$ cat config.mk
export PLATFORM = sky130hd
export DESIGN_NAME = instr_prefetch_unit
export DESIGN_NICKNAME = d
export VERILOG_FILES = /design/src/rtl/instr_prefetch_unit.sv
export SDC_FILE = /design/constraint.sdc
export NUM_CORES = 1
export LEC_CHECK = 0
export ABC_AREA = 1
export CAP_MARGIN = 0
export CORE_MARGIN = 1.5
export CORE_UTILIZATION = 40
export DETAILED_ROUTE_END_ITERATION = 7
export MAX_ROUTING_LAYER = met4
export PLACE_DENSITY = 0.65
export SETUP_SLACK_MARGIN = 0.3
export SYNTH_ARGS = -nofsm -noshare
export SYNTH_HDL_FRONTEND = slang
export SYNTH_SLANG_ARGS = --single-unit
$ cat constraint.sdc
create_clock -name clk -period 5.4 [get_ports clk]
set_clock_uncertainty 0.15 [all_clocks]
set_input_delay 1.62 -clock clk [delete_from_list [all_inputs] [get_ports clk]]
set_output_delay 1.62 -clock clk [all_outputs]
set_load 0.02 [all_outputs]
$ cat src/rtl/instr_prefetch_unit.sv
// Instruction prefetch queue with redirect flush of stale responses.
// Define PREFETCH_STATS_EN to add fetch/flush/drop statistic counters.
module instr_prefetch_unit #(
  parameter int unsigned     XLEN     = 32,
  parameter int unsigned     DEPTH    = 4,
  parameter logic [XLEN-1:0] RESET_PC = '0
) (
  input  logic            clk,
  input  logic            reset,
  output logic            imem_req_valid,
  input  logic            imem_req_ready,
  output logic [XLEN-1:0] imem_req_addr,
  input  logic            imem_rsp_valid,
  input  logic [XLEN-1:0] imem_rsp_data,
  input  logic            redirect_valid,
  input  logic [XLEN-1:0] redirect_pc,
  output logic            out_valid,
  input  logic            out_ready,
  output logic [XLEN-1:0] out_instr,
  output logic [XLEN-1:0] out_pc
`ifdef PREFETCH_STATS_EN
  ,
  output logic [31:0]     stat_fetched,
  output logic [31:0]     stat_flushed,
  output logic [31:0]     stat_dropped
`endif
);

  localparam int unsigned AW = (DEPTH > 1) ? $clog2(DEPTH) : 1;
  localparam int unsigned CW = AW + 1;
  localparam logic [CW-1:0]   FULL    = CW'(DEPTH);
  localparam logic [XLEN-1:0] ALIGN   = ~XLEN'(3);
  localparam logic [XLEN-1:0] BOOT_PC = RESET_PC & ALIGN;

  typedef enum logic {
    FETCH = 1'b0,
    FLUSH = 1'b1
  } state_t;

  state_t state, state_d;

  logic [XLEN-1:0] fetch_pc;
  logic [AW-1:0]   head;
  logic [AW-1:0]   fill_ptr;
  logic [AW-1:0]   tail;
  logic [CW-1:0]   occ;
  logic [CW-1:0]   inflight;
  logic [CW-1:0]   drop_cnt;
  logic [CW-1:0]   drop_d;
  logic [DEPTH-1:0] filled;

  logic [XLEN-1:0] pc_q    [DEPTH];
  logic [XLEN-1:0] instr_q [DEPTH];

  logic req_fire;
  logic pop;
  logic fill;
  logic discard;

  // reset gates the request so it drops the moment reset asserts
  assign imem_req_valid = reset
                        & (state == FETCH)
                        & ~redirect_valid
                        & (occ < FULL);
  assign imem_req_addr  = fetch_pc;

  assign out_valid = filled[head];
  assign out_pc    = out_valid ? pc_q[head]    : '0;
  assign out_instr = out_valid ? instr_q[head] : '0;

  assign req_fire = imem_req_valid & imem_req_ready;
  assign pop      = out_valid & out_ready & ~redirect_valid;
  assign fill     = imem_rsp_valid
                  & (state == FETCH)
                  & ~redirect_valid;
  assign discard  = imem_rsp_valid & ~fill;

  always_ff @(posedge clk or negedge reset) begin
    if (!reset) begin
      state    <= FETCH;
      drop_cnt <= '0;
    end else begin
      state    <= state_d;
      drop_cnt <= drop_d;
    end
  end

  // a response landing in the redirect cycle is already accounted for
  always_comb begin
    state_d = state;
    drop_d  = drop_cnt;
    unique case (state)
      FETCH: begin
        if (redirect_valid) begin
          drop_d = inflight - CW'(imem_rsp_valid);
          if (drop_d != '0) state_d = FLUSH;
        end
      end
      FLUSH: begin
        if (imem_rsp_valid) begin
          drop_d = drop_cnt - CW'(1);
          if (drop_d == '0) state_d = FETCH;
        end
      end
    endcase
  end

  always_ff @(posedge clk or negedge reset) begin
    if (!reset) begin
      fetch_pc <= BOOT_PC;
      head     <= '0;
      fill_ptr <= '0;
      tail     <= '0;
      occ      <= '0;
      inflight <= '0;
      filled   <= '0;
    end else begin
      inflight <= inflight
                + CW'(req_fire)
                - CW'(imem_rsp_valid);
      if (redirect_valid) begin
        fetch_pc <= redirect_pc & ALIGN;
        head     <= '0;
        fill_ptr <= '0;
        tail     <= '0;
        occ      <= '0;
        filled   <= '0;
      end else begin
        if (req_fire) begin
          fetch_pc <= fetch_pc + XLEN'(4);
          tail     <= tail + AW'(1);
        end
        if (fill) begin
          filled[fill_ptr] <= 1'b1;
          fill_ptr         <= fill_ptr + AW'(1);
        end
        if (pop) begin
          filled[head] <= 1'b0;
          head         <= head + AW'(1);
        end
        occ <= occ + CW'(req_fire) - CW'(pop);
      end
    end
  end

  always_ff @(posedge clk) begin
    if (req_fire) pc_q[tail] <= fetch_pc;
    if (fill) instr_q[fill_ptr] <= imem_rsp_data;
  end

`ifdef PREFETCH_STATS_EN
  always_ff @(posedge clk or negedge reset) begin
    if (!reset) begin
      stat_fetched <= '0;
      stat_flushed <= '0;
      stat_dropped <= '0;
    end else begin
      if (req_fire)
        stat_fetched <= stat_fetched + 32'd1;
      if (redirect_valid)
        stat_flushed <= stat_flushed + 32'd1;
      if (discard)
        stat_dropped <= stat_dropped + 32'd1;
    end
  end
`else
  logic unused_discard;
  assign unused_discard = discard;
`endif

endmodule
==> reports/qor.yml <==
core-area_sq_mm: 0.0325
die-area_sq_mm: 0.0340
synth.mux.area_fraction: 0
slew_headroom: 0.512
n_antenna_cell: 0
clkPwrFrac: 0.339
gp_congestion: 0.850
io_buffers: 161
vias: 9277
ioPinCount: 168
r2r_start: "head[0]"
combPwrFrac: 0.203
synth-compound-area-share: 0.0978
synth_adder_area_share: 0.0230
regToRegSetupSlack_ns: 2.18
cp-end-kind: "output port"
arrival_ns: 3.13
crit_buf_inv: 3
synthArstFlopShare: 0.168
synth_area_leaders: "edfxtp_1, dfrtp_1, nand2_1"
final_cells: 1849
cpMaxStageDelayCell: "clkdlybuf4s50_1"
crit_cells: 5
hpwlAfterDp_mm: 18.8
grt.total_usage: 0.188
tightest_slew_ns: 0.732
final_nets: 1476
crit_path_start_kind: "primary input"
cts_buffers: 31
whs_ns: 0.354
vias_per_cell: 5.02
max_freq_mhz: 204
maxCapViolCount: 0
start_util: 0.405
internal_power_uw: 4280
grt_pass1_vias: 8732
swShare: 0.283
overflow: 0
crit_end: "imem_req_valid"
num_rows: 66
netlist_area_sq_mm: 0.0132
yosysWarningCount: 0
min_path_type: "flip-flop to flip-flop"
path_delay_family: "buffers and inverters"
cts_root_buf: "clkbuf_16"
ant_nets: 0
clock_path_buffers: 3
ys_seq_area_frac: 0.661
grt_max_degree: 87
drv_slew: 0
startpoint: "redirect_valid"
cts_tree: "done"
die_w_microns: 184
synth_edf_count: 248
synth_top_family_by_area: "simple AND/OR/NAND/NOR gates"
cp_max_fo: 5
fin_crit_ns: 4.90
hold_violations: 0
critical_path_required_ns: 3.63
cp_common_cell: "clkdlybuf4s50_1"
synth_cells: 1230
postRouteWirelength_mm: 31.2
antenna_found_initial: 0
powerDensity_mw_per_mm2: 369
first_iter_violations: 756
synth_xor_area_frac: 0.00733
syn_area_per_cell_sq_um: 10.7
p_leak_uw: 0.00626
cts_hold_buf: 0
r2r_end: "occ[2]"
grt_first_pass_wirelength_mm: 48.3
min_path_cells: 1
synth_largest_area_cell: "edfxtp_1"
place_area_sq_mm: 0.0152
path_cells: "clkdlybuf4s50_1, clkinv_4, nand2_2, nor3_1, clkdlybuf4s50_1"
clock-sinks: 298
die-height_microns: 184
clk_pin_slew_ns: 0.06
dp.cells: 1791
cpPeakStageDelay_ns: 0.65
yosys.area.top_type_share: 0.566
ys_seq_elements: 298
drc: 0
dr.pass1.iters: 7
seqPwrFrac: 0.458
synth_flop_cell: "edfxtp_1"
setup_viol: 0
htreeDepth: 1
rr_worst_depth: 13
irDropWorstVdd_v: 0.000213
wl_per_cell_microns: 16.9
worstSetupPathType: "primary input to output port"
status: "completed"
min_period_over_period: 0.908
rsz0062_at_grt: "false"
final_area_sq_mm: 0.0162
setup_tns_ns: 0
area_growth_syn_to_layout_pct: 22.9
p_sw_uw: 1690
insertion_delay_ns: 0.55
yosys.area_share.simple: 0.143
fillers: 2886
synth_cell_type_count: 36
drive_gt1_frac: 0.0647
==> how the worst min path moves through the flow <==
stage	slack [ns]	end	start
global route	0.38	inflight[0]	inflight[0]
global placement	0.34	inflight[0]	inflight[0]
detailed placement	0.35	inflight[0]	inflight[0]
finish	0.35	inflight[0]	inflight[0]
floorplan	0.33	inflight[0]	inflight[0]
CTS	0.36	inflight[0]	inflight[0]
==> cells in the final DEF (no fill, tap or decap), types with 2 or more instances in the layout <==
cell,n
edfxtp_1,248
xor2_1,3
buf_4,11
clkinv_1,8
dfrtp_1,48
nor2_1,175
nand2_2,3
buf_12,4
o211ai_1,4
nand2_1,218
ha_1,21
nor2_4,4
o22ai_1,62
conb_1,4
nor3_1,3
nor2_2,8
o21a_1,4
nand3_1,52
clkbuf_8,3
xnor2_1,8
inv_1,126
clkinv_2,5
o21ai_1,6
clkbuf_16,31
inv_2,7
bufinv_16,2
and2_1,2
a21oi_1,3
clkdlybuf4s50_1,160
o21ai_0,141
fa_1,2
o21bai_1,8
buf_6,3
clkbuf_1,8
==> per-stage QoR <==
stage	total power (uW)	util	setup slack (ns)
after floorplan	3490	-	1.28
after global placement	3960	0.467	0.463
after detailed placement	3980	0.467	0.434
after CTS	5990	0.497	0.302
after global routing	6240	0.498	0.372
final	5960	0.498	0.499
==> logic make-up after synthesis <==
group	after synthesis
adders and majority gates	23
AOI/OAI and AO/OA	231
other	1
DFF	298
xor gates and xnor gates	11
buffers and inverters	197
and+or+nand+nor	469
==> flip-flops by register name, summed over array words and instances (netlist names) <==
register and flops:
instr_q 128, pc_q 120, imem_req_addr 30, filled 4
drop_cnt 3, inflight 3, occ 3, fill_ptr 2
head 2, tail 2, state 1
==> layout make-up <==
type | count | area [sq um] | area share
Sequential cell | 298 | 8700 | 0.539
Clock buffer | 42 | 847 | 0.0524
Tap cell | 442 | 553 | 0.0342
Multi-Input combinational cell | 738 | 3620 | 0.224
Clock inverter | 15 | 119 | 0.00736
Inverter | 135 | 513 | 0.0317
Timing Repair Buffer | 179 | 1800 | 0.112
==> Yosys cell counts (6+ instances only) <==
master,count
edfxtp_1,248
nand2_1,218
nor2_1,183
o21ai_0,141
inv_1,126
o22ai_1,62
nand3_1,52
dfrtp_1,50
clkbuf_1,32
ha_1,21
buf_6,12
buf_4,10
buf_2,8
o21bai_1,8
xnor2_1,8
inv_2,7
o21ai_1,6
==> power groups by stage <==
stage / sequential, uW / clock [uW] / combinational, uW
2_1_floorplan: 2760 / 0 / 728
3_3_place_gp: 2780 / 0 / 1180
3_5_place_dp: 2780 / 0 / 1200
4_1_cts: 2740 / 2050 / 1200
5_1_grt: 2750 / 2150 / 1340
6_report: 2730 / 2020 / 1210
==> metal layers <==
| metal | vias up | GRT usage | wire length (microns) |
|---|---|---|---|
| li1 | 4464 | - | - |
| met1 | 4508 | 0.256 | 14100 |
| met2 | 257 | 0.298 | 14800 |
| met3 | 48 | 0.0241 | 1610 |
| met4 | 0 | 0.0515 | 660 |
| met5 | - | - | 0 |
==> timing repair <==
action | CTS | global route
resized for setup | 0 | 3
setup endpoints to repair | 0 | 52
buffers inserted | 0 | 1
(Power assumes the default switching activity.)
